[src/rtl/dfr_pkg.sv]
// Shared types and constants for the DFR phase sequencer and its nested counter.
package dfr_pkg;

    typedef enum logic [2:0] {
        ST_IDLE    = 3'd0,
        ST_CHECK   = 3'd1,
        ST_CLEAR   = 3'd2,
        ST_RUN     = 3'd3,
        ST_DRAIN   = 3'd4,
        ST_OL_WAIT = 3'd5,
        ST_DONE    = 3'd6
    } dfr_seq_state_t;

    typedef enum logic [1:0] {
        PH_INIT  = 2'd0,
        PH_TRAIN = 2'd1,
        PH_TEST  = 2'd2
    } dfr_phase_t;

    localparam int CTRL_START    = 0;
    localparam int CTRL_BUSY     = 1;
    localparam int CTRL_PRESERVE = 2;

    // Returns {found, phase}: the lowest non-empty phase at or after 'from'.
    function automatic logic [2:0] pick_phase(input logic [2:0] nonempty, input logic [1:0] from);
        logic [2:0] sel;
        sel = 3'b000;
        for (int i = 2; i >= 0; i--) begin
            if (i >= int'(from) && nonempty[i]) sel = {1'b1, 2'(i)};
        end
        return sel;
    endfunction

endpackage

[src/rtl/dfr_seq_counter.sv]
// Step/sample nested counter; load zeroes both indices and captures the limits for a phase.
module dfr_seq_counter #(
    parameter int CNT_W = 32
) (
    input  logic             clk,
    input  logic             rst,
    input  logic             load,
    input  logic             en,
    input  logic [CNT_W-1:0] num_steps,
    input  logic [CNT_W-1:0] num_samples,
    output logic [CNT_W-1:0] sample_idx,
    output logic             last_step,
    output logic             last_sample
);

    logic [CNT_W-1:0] step_idx;
    logic [CNT_W-1:0] steps_q;
    logic [CNT_W-1:0] samples_q;

    always_ff @(posedge clk) begin
        if (rst) begin
            step_idx   <= '0;
            sample_idx <= '0;
            steps_q    <= '0;
            samples_q  <= '0;
        end else if (load) begin
            step_idx   <= '0;
            sample_idx <= '0;
            steps_q    <= num_steps;
            samples_q  <= num_samples;
        end else if (en) begin
            if (last_step) begin
                step_idx   <= '0;
                sample_idx <= sample_idx + CNT_W'(1);
            end else begin
                step_idx <= step_idx + CNT_W'(1);
            end
        end
    end

    assign last_step   = (step_idx == steps_q - CNT_W'(1));
    assign last_sample = (sample_idx == samples_q - CNT_W'(1));

endmodule

[src/rtl/dfr_sequencer.sv]
// Walks the DFR reservoir through init/train/test phases and hands test samples to the output layer.
//
// state    | meaning
// IDLE     | waiting for start; config latched on start
// CHECK    | validate step total against the address space
// CLEAR    | optional reservoir clear, load counter for first phase
// RUN      | one input read per cycle, global step address advancing
// DRAIN    | final res_step/history write of a segment retires
// OL_WAIT  | output layer launched for one test sample, await ol_done
// DONE     | one-cycle completion pulse
module dfr_sequencer
    import dfr_pkg::*;
#(
    parameter int ADDR_W = 16,
    parameter int CNT_W  = 32
) (
    input  logic              clk,
    input  logic              rst,
    input  logic              start,
    input  logic              preserve,
    input  logic [CNT_W-1:0]  num_init_samples,
    input  logic [CNT_W-1:0]  num_train_samples,
    input  logic [CNT_W-1:0]  num_test_samples,
    input  logic [CNT_W-1:0]  num_steps_per_sample,
    output logic              in_rd_en,
    output logic [ADDR_W-1:0] in_rd_addr,
    output logic              res_clear,
    output logic              res_step,
    output logic              hist_wr_en,
    output logic [ADDR_W-1:0] hist_wr_addr,
    output logic              ol_start,
    output logic [CNT_W-1:0]  ol_sample_idx,
    input  logic              ol_done,
    output logic              busy,
    output logic              done,
    output logic              cfg_err,
    output logic [2:0]        dbg_phase
);

    localparam int SUM_W  = CNT_W + 2;
    localparam int PROD_W = SUM_W + CNT_W;
    localparam logic [PROD_W-1:0] STEP_LIMIT = PROD_W'(1) << ADDR_W;

    dfr_seq_state_t    state_q, state_d;
    dfr_phase_t        phase_q, phase_d;
    logic [CNT_W-1:0]  init_q, train_q, test_q, steps_q;
    logic              preserve_q;
    logic              cfg_err_q;
    logic [ADDR_W-1:0] rd_addr_q, hist_addr_q;
    logic              res_step_q, hist_pend_q, ol_start_q, ol_last_q;
    logic [CNT_W-1:0]  ol_idx_q;

    logic              start_acc, chk_err, ol_latch;
    logic              cnt_load, cnt_en;
    logic [1:0]        ld_phase;
    logic [CNT_W-1:0]  cnt_ld_samples;
    logic [CNT_W-1:0]  cnt_sample_idx;
    logic              cnt_last_step, cnt_last_sample;

    logic [SUM_W-1:0]  sample_sum;
    logic [PROD_W-1:0] step_total;
    logic [2:0]        nonempty;
    logic [2:0]        first_sel, next_sel;

    assign sample_sum = SUM_W'(init_q) + SUM_W'(train_q) + SUM_W'(test_q);
    assign step_total = PROD_W'(sample_sum) * PROD_W'(steps_q);
    assign nonempty   = {test_q != '0, train_q != '0, init_q != '0};
    assign first_sel  = pick_phase(nonempty, 2'd0);
    assign next_sel   = pick_phase(nonempty, phase_q + 2'd1);

    dfr_seq_counter #(.CNT_W(CNT_W)) u_counter (
        .clk         (clk),
        .rst         (rst),
        .load        (cnt_load),
        .en          (cnt_en),
        .num_steps   (steps_q),
        .num_samples (cnt_ld_samples),
        .sample_idx  (cnt_sample_idx),
        .last_step   (cnt_last_step),
        .last_sample (cnt_last_sample)
    );

    always_ff @(posedge clk) begin
        if (rst) begin
            state_q     <= ST_IDLE;
            phase_q     <= PH_INIT;
            init_q      <= '0;
            train_q     <= '0;
            test_q      <= '0;
            steps_q     <= '0;
            preserve_q  <= 1'b0;
            cfg_err_q   <= 1'b0;
            rd_addr_q   <= '0;
            hist_addr_q <= '0;
            res_step_q  <= 1'b0;
            hist_pend_q <= 1'b0;
            ol_start_q  <= 1'b0;
            ol_idx_q    <= '0;
            ol_last_q   <= 1'b0;
        end else begin
            state_q     <= state_d;
            phase_q     <= phase_d;
            res_step_q  <= (state_q == ST_RUN);
            hist_pend_q <= (state_q == ST_RUN) && (phase_q != PH_INIT);
            ol_start_q  <= (state_q == ST_DRAIN) && (phase_q == PH_TEST);
            if (start_acc) begin
                init_q      <= num_init_samples;
                train_q     <= num_train_samples;
                test_q      <= num_test_samples;
                steps_q     <= num_steps_per_sample;
                preserve_q  <= preserve;
                cfg_err_q   <= 1'b0;
                rd_addr_q   <= '0;
                hist_addr_q <= '0;
            end
            if (chk_err) cfg_err_q <= 1'b1;
            if (state_q == ST_RUN) rd_addr_q <= rd_addr_q + ADDR_W'(1);
            if (hist_pend_q) hist_addr_q <= hist_addr_q + ADDR_W'(1);
            // Sample index must be captured before the counter advances past it.
            if (ol_latch) begin
                ol_idx_q  <= cnt_sample_idx;
                ol_last_q <= cnt_last_sample;
            end
        end
    end

    always_comb begin
        state_d        = state_q;
        phase_d        = phase_q;
        start_acc      = 1'b0;
        chk_err        = 1'b0;
        ol_latch       = 1'b0;
        cnt_load       = 1'b0;
        cnt_en         = 1'b0;
        ld_phase       = first_sel[1:0];
        cnt_ld_samples = '0;
        case (state_q)
            ST_IDLE: begin
                if (start) begin
                    start_acc = 1'b1;
                    state_d   = ST_CHECK;
                end
            end
            ST_CHECK: begin
                if (steps_q == '0 || step_total > STEP_LIMIT) begin
                    chk_err = 1'b1;
                    state_d = ST_DONE;
                end else if (sample_sum == '0) begin
                    state_d = ST_DONE;
                end else begin
                    state_d = ST_CLEAR;
                end
            end
            ST_CLEAR: begin
                cnt_load = 1'b1;
                phase_d  = dfr_phase_t'(first_sel[1:0]);
                state_d  = ST_RUN;
            end
            ST_RUN: begin
                cnt_en = 1'b1;
                if (cnt_last_step && phase_q == PH_TEST) begin
                    ol_latch = 1'b1;
                    state_d  = ST_DRAIN;
                end else if (cnt_last_step && cnt_last_sample) begin
                    if (next_sel[2]) begin
                        cnt_load = 1'b1;
                        ld_phase = next_sel[1:0];
                        phase_d  = dfr_phase_t'(next_sel[1:0]);
                    end else begin
                        state_d = ST_DRAIN;
                    end
                end
            end
            ST_DRAIN:   state_d = (phase_q == PH_TEST) ? ST_OL_WAIT : ST_DONE;
            ST_OL_WAIT: if (ol_done) state_d = ol_last_q ? ST_DONE : ST_RUN;
            ST_DONE:    state_d = ST_IDLE;
            default:    state_d = ST_IDLE;
        endcase
        case (ld_phase)
            2'd0:    cnt_ld_samples = init_q;
            2'd1:    cnt_ld_samples = train_q;
            2'd2:    cnt_ld_samples = test_q;
            default: cnt_ld_samples = '0;
        endcase
    end

    assign in_rd_en      = (state_q == ST_RUN);
    assign in_rd_addr    = rd_addr_q;
    assign res_clear     = (state_q == ST_CLEAR) && !preserve_q;
    assign res_step      = res_step_q;
    assign hist_wr_en    = hist_pend_q;
    assign hist_wr_addr  = hist_addr_q;
    assign ol_start      = ol_start_q;
    assign ol_sample_idx = ol_idx_q;
    assign busy          = (state_q != ST_IDLE);
    assign done          = (state_q == ST_DONE);
    assign cfg_err       = cfg_err_q;
    assign dbg_phase     = state_q;

endmodule
[config.mk]
export PLATFORM = sky130hd
export DESIGN_NAME = dfr_sequencer
export DESIGN_NICKNAME = d
export VERILOG_FILES = /design/src/rtl/dfr_pkg.sv /design/src/rtl/dfr_seq_counter.sv /design/src/rtl/dfr_sequencer.sv
export SDC_FILE = /design/constraint.sdc
export NUM_CORES = 2
export LEC_CHECK = 0
export CORE_UTILIZATION = 40
export DETAILED_ROUTE_END_ITERATION = 8
export HOLD_SLACK_MARGIN = 0.06
export PLACE_DENSITY_LB_ADDON = 0.3
export SETUP_SLACK_MARGIN = 0.15
export SLEW_MARGIN = 20
export SYNTH_ARGS = -nofsm -noshare
export SYNTH_HDL_FRONTEND = slang
export SYNTH_SLANG_ARGS = --single-unit
[constraint.sdc]
create_clock -name clk -period 10.3 [get_ports clk]
set_input_delay 3.09 -clock clk [delete_from_list [all_inputs] [get_ports clk]]
set_output_delay 3.09 -clock clk [all_outputs]
set_load 0.03 [all_outputs]
Word-level counts from Yosys, hierarchy flattened
Index checks and enable logic that the tools add are counted.
{"block": "totals", "inputBits": 133, "regBits": 331, "wordCells": 120}
{"block": "op_classes", "eq_ne": 18, "reduce_logical": 27, "muxes": 42, "add_sub_neg": 9, "order_cmp": 4, "mul": 1}
{"operator": "$pmux 32 s3", "n": 1}
{"operator": "$reduce_bool 32->1", "n": 3}
{"operator": "$gt 66x17->1 const B", "n": 1}
{"operator": "$mul 34x32->66", "n": 1}
{"operator": "$add 32x1->32 const B", "n": 2}
{"operator": "$eq 32x32->1", "n": 2}
{"operator": "$sub 32x1->32 const B", "n": 2}
{"operator": "$mux 16", "n": 3}
{"operator": "$add 33x32->34", "n": 1}
{"operator": "$logic_not 34->1", "n": 1}
{"operator": "$add 32x32->33", "n": 1}
{"operator": "$mux 3", "n": 11}
{"operator": "$add 16x1->16 const B", "n": 2}
{"operator": "$logic_not 32->1", "n": 1}
{"operator": "$mux 32", "n": 1}
{"operator": "$mux 2", "n": 11}
{"operator": "$pmux 3 s6", "n": 1}
{"operator": "$mux 1", "n": 12}
{"operator": "$reduce_bool 2->1", "n": 5}
{"operator": "$eq 3x3->1 const B", "n": 3}
{"operator": "$logic_and 1x1->1", "n": 8}
{"operator": "$reduce_and 4->1", "n": 2}
{"operator": "$eq 3x2->1 const B", "n": 2}
{"operator": "$ne 2x2->1 const B", "n": 3}
{"operator": "other kinds (18)", "n": 21}

Longest topological paths before layout
{"block": "depth", "ltp_word": 12, "mapped_depth": 45, "mapped_depth_nobuf": 43}

Hierarchy
From an unflattened synthesis, not the netlist that was laid out.
{"block": "unflattened", "hier_cells": 6571, "area_unflattened_um2": 55100.3}
{"module": "dfr_sequencer", "seq_area_each_um2": 4063.9, "n_inst": 1, "area_each_um2": 46882.5, "cells_each": 5600}
{"module": "dfr_seq_counter", "seq_area_each_um2": 2562.5, "n_inst": 1, "area_each_um2": 8217.9, "cells_each": 971}

Least setup slack after synthesis
Ideal clock, no wire load.
{"block": "synth_path", "kind": "reg2reg", "startpoint": "register init_q[1]", "endpoint": "register state_q[2], in the netlist dbg_phase[2]", "stages_incl_launch_ff": 45, "setup_time_ps": 127, "n_path_buf": 2, "required_time_ps": 10173, "setup_slack_ps": -803, "arrival_time_ps": 10977, "cell_sequence": "dfxtp_1 > inv_1 > fa_1 > inv_1 > ha_1 > inv_1 > fa_1 > nor2b_1 > o31a_1 > o211ai_1 > a21oi_1 > o41ai_1 > o21ai_0 > a21o_1 > a221oi_1 > xnor2_1 > clkbuf_1 > nand2_1 > [9 not listed] > fa_1 > inv_1 > fa_1 > inv_1 > ha_1 > clkbuf_1 > nand2_1 > nor4_1 > a21oi_1 > o21ai_0 > or3b_2 > o22ai_1 > or4_1 > or4_1 > nor4_1 > nand4_1 > o21ai_1 > a31oi_1"}
{"block": "synth_via", "elab_chain_cells": 7, "word_cells_on_any_way": 14}
{"element": "start, declared", "line_no": "dfr_sequencer.sv:46", "source": "logic [CNT_W-1:0] init_q, train_q, test_q, steps_q;"}
{"element": "start signal, assigned", "line_no": "dfr_sequencer.sv:107", "source": "init_q <= num_init_samples;"}
{"element": "$add 32x32->33", "line_no": "dfr_sequencer.sv:65", "source": "assign sample_sum = SUM_W'(init_q) + SUM_W'(train_q) + SUM_W'(test_q);"}
{"element": "$add 33x32->34", "line_no": "dfr_sequencer.sv:65"}
{"element": "$mul 34x32->66", "line_no": "dfr_sequencer.sv:66", "source": "assign step_total = PROD_W'(sample_sum) * PROD_W'(steps_q);"}
{"element": "$gt 66x17->1", "line_no": "dfr_sequencer.sv:145", "source": "if (steps_q == '0 || step_total > STEP_LIMIT) begin"}
{"element": "$logic_or 1x1->1", "line_no": "dfr_sequencer.sv:145"}
{"element": "$mux 3", "line_no": "dfr_sequencer.sv:145"}
{"element": "$pmux 3 s6", "line_no": "dfr_sequencer.sv:137", "source": "case (state_q)"}
{"element": "end signal, assigned", "line_no": "dfr_sequencer.sv:101", "source": "state_q <= state_d;"}
{"element": "end, declared", "line_no": "dfr_sequencer.sv:44", "source": "dfr_seq_state_t state_q, state_d;"}
Several ways; a longest one is shown, not always the timed one.
A chain may end at the register's enable or synchronous reset.

Worst setup path after layout
{"block": "layout_path", "startpoint": "register train_q[2]", "endpoint": "register state_q[2], in the netlist dbg_phase[2]"}
{"block": "layout_via", "elab_chain_cells": 7, "word_cells_on_any_way": 15}
{"element": "start, declared", "line_no": "dfr_sequencer.sv:46"}
{"element": "start signal, assigned", "line_no": "dfr_sequencer.sv:108", "source": "train_q <= num_train_samples;"}
{"element": "$add 32x32->33", "line_no": "dfr_sequencer.sv:65"}
{"element": "$add 33x32->34", "line_no": "dfr_sequencer.sv:65"}
{"element": "$mul 34x32->66", "line_no": "dfr_sequencer.sv:66"}
{"element": "$gt 66x17->1", "line_no": "dfr_sequencer.sv:145"}
{"element": "$logic_or 1x1->1", "line_no": "dfr_sequencer.sv:145"}
{"element": "$mux 3", "line_no": "dfr_sequencer.sv:145"}
{"element": "$pmux 3 s6", "line_no": "dfr_sequencer.sv:137"}
Several ways; a longest one is shown, not always the timed one.

==> impl_metrics.yaml <==
run_status:
  status: "finished with violations"
  violations: "negative setup slack"
clock_network:
  path_clk_slew_ns: 0.07
  cts_max_path_buffers: 3
  clock_latency_ns: 0.58
  htreeDepth: 2
  clkSinkCount: 331
  root_buffer: "clkbuf_16"
  tritoncts: "done"
  cts_buffers: 39
global_route:
  first_global_vias: 49300
  grt_pass1_wl_um: 293000
  grt_util_all_layers_pct: 27.8
  grt.overflow.total: 0
  antenna_found_initial: 6
  grt_max_degree: 106
timing:
  fin_skew_ns: 0.0423
  setup_viol: 2
  slew_headroom_pct: 22.5
  finalCritPeriodShare_pct: 106
  slew_violations: 0
  hold_ws_ns: 0.458
  worst_pin_slew_ns: 1.16
  hold_viol: 0
  layout_setup_ws_ns: -0.604
  period_needed_ns: 10.90
  fmax_ghz: 0.0917
  rsz0062_at_grt: "yes"
synthesis:
  synth_cells: 6425
  synth_top_area_share_pct: 36.3
  syn_area_um2: 54500
  synth_area_leaders: "fa_1 (36%), dfxtp_1 (12%), inv_1 (7.1%), ha_1 (7.0%), nand2_1 (7.0%)"
  synth_edf_count: 0
  ys.flop_type: "dfxtp_1"
  yosysUniqueCellTypes: 91
  synth_seq_area_share_pct: 12.2
  synth_commonest_cells: "inv_1 (1,038), nand2_1 (1,014), fa_1 (989)"
  yosysMostFrequentCell: "inv_1"
  synth-seq-cells: 331
  synth_fp_nets: 7852
  synthArstFlopShare_pct: 0
  ys_warn_count: 0
  avgSynthCellArea_um2: 8.48
  synth_top_area_cell: "fa_1"
min_path:
  worstHoldPathType: "reg2reg"
  min_from: "preserve_q"
final_layout:
  num-fill-cells: 12900
  regArea_um2: 6640
  antenna_cells_inserted: 0
  drive_gt1_share_pct: 14.8
  multiInputGateArea_um2: 43600
  utilization_pct: 48.9
  syn_to_final_growth_pct: 21.3
  finalNetCount: 8467
route:
  drt-total-wl_um: 188000
  ant_nets: 0
  drt_iter0_drc: 3012
  dr.pass1.iters: 6
  wirelength_met1_um: 77800
  top_layer: "met5"
  met2_length_um: 90700
  drc: 0
  route.met3.wl_um: 9890
  num_vias: 47000
  viasPerCell: 5.31
  post_drt_wl_per_cell_um: 21.3
critical_path:
  worstPathRequired_ns: 10.74
  r2r_start: "train_q[2]"
  crit_arrival_ns: 11.34
  critPathSlowestCell: "fa_2"
  crit_fanout: 10
  critPathKind: "reg2reg"
  cp-start-kind: "flop"
  crit_path_end_kind: "flop"
  max_stage_delay_ns: 0.61
  crit_path_start: "train_q[2]"
place:
  hpwl_um: 156000
  place_congestion: 0.984
  portBuffers: 207
die:
  die_h_um: 371
  fp.dieW_um: 371
  rows: 135
  fp.coreArea_um2: 135000
  ioPinCount: 208
  start_util_pct: 40.3
  dieArea_um2: 138000
job:
  drv_cap: 0
-- worst paths after layout --
kind / cells after the start / slack [ns] / endpoint
setup / recovery: 42 / -0.60 / dbg_phase[2]
hold / removal: 2 / 0.46 / preserve_q
setup reg to reg: 42 / -0.60 / dbg_phase[2]
hold reg to reg: 2 / 0.46 / preserve_q
-- registers in the layout (all words and copies together), names as in the netlist, 32 cells and up --
name                  count
u_counter.step_idx       32
u_counter.samples_q      32
ol_sample_idx            32
steps_q                  32
u_counter.sample_idx     32
init_q                   32
u_counter.steps_q        32
test_q                   32
train_q                  32
-- logic make-up (layout without fill, tap and decap cells) --
logic type,Yosys count,count (layout),synth area share [%]
AND/OR/NAND/NOR,2358,2358,21.3
flip-flops,331,331,12.2
AO/OA/AOI/OAI,742,742,8.78
adder cells (fa/ha/maj),1294,1294,43.3
buffers and inverters,1436,2078,9.97
XOR/XNOR,188,188,3.05
multiplexers,76,76,1.41
-- area by class of cell --
type | count | share of cell area [%]
multi-input cells | 4658 | 65.9
well taps | 1781 | 3.37
clock buffers | 50 | 1.64
flip-flops and latches | 331 | 10.0
repair buffers | 972 | 12.8
inverters | 1038 | 5.89
clock inverters | 18 | 0.339
-- worst max-delay path, delay by kind of cell, from the launching register on --
| family | cells | cell delay (ns) |
|---|---|---|
| AOI/OAI and AO/OA | 12 | 2.39 |
| xor gates and xnor gates | 2 | 0.25 |
| adders and majority gates | 11 | 5.28 |
| buffers and inverters | 11 | 1.58 |
| DFF | 1 | 0.33 |
| and+or+nand+nor | 6 | 0.95 |
-- stage by stage --
stage,setup slack (ns),setup TNS (ns),std cells,area (um^2)
after global routing,-1.07,-2.07,8848,66100
after floorplan,-0.185,-0.362,6425,54700
after CTS,-0.518,-0.999,8840,65800
after detailed placement,-1.25,-2.46,8744,63700
final,-0.604,-1.18,8848,66100
after global placement,-1.16,-2.28,8744,63700
-- timing repair --
item,in CTS,in global routing
pin swaps,66,27
gates cloned,1,0
gates resized for setup,117,42
buffers inserted,27,8
hold buffers,0,0
endpoints found under the setup margin,2,2
-- layer usage --
layer,vias up,track usage (%)
met3,372,2.60
met4,6,12.3
li1,21400,-
met5,-,0
met2,1506,47.1
met1,23700,36.0
-- cell usage in the layout (no fill, tap or decap), types with 14 or more instances in the layout --
cell             instances
inv_1                 1033
nand2_1               1008
fa_1                   968
buf_4                  704
and2_1                 491
dfxtp_1                322
a21oi_1                286
ha_1                   282
nor2_1                 281
clkdlybuf4s50_1        206
xor2_1                  88
nand4_1                 86
o21ai_0                 82
nand3_1                 81
mux2i_1                 71
xnor2_1                 71
nor3_1                  67
nor4_1                  61
nand2b_1                47
buf_12                  46
clkbuf_16               39
a221o_1                 38
and3_1                  35
o21a_1                  35
a21o_1                  34
or3_1                   34
a22o_1                  31
o211ai_1                27
a31oi_1                 21
fa_2                    21
or2_2                   20
nor2b_1                 20
a211oi_1                19
and4_1                  19
ha_4                    19
or4_1                   17
xnor2_2                 14
buf_6                   14
Power is left out: the tool's default activity adds up to more than one toggle a clock period on the data nets, which glitch-free logic cannot reach.
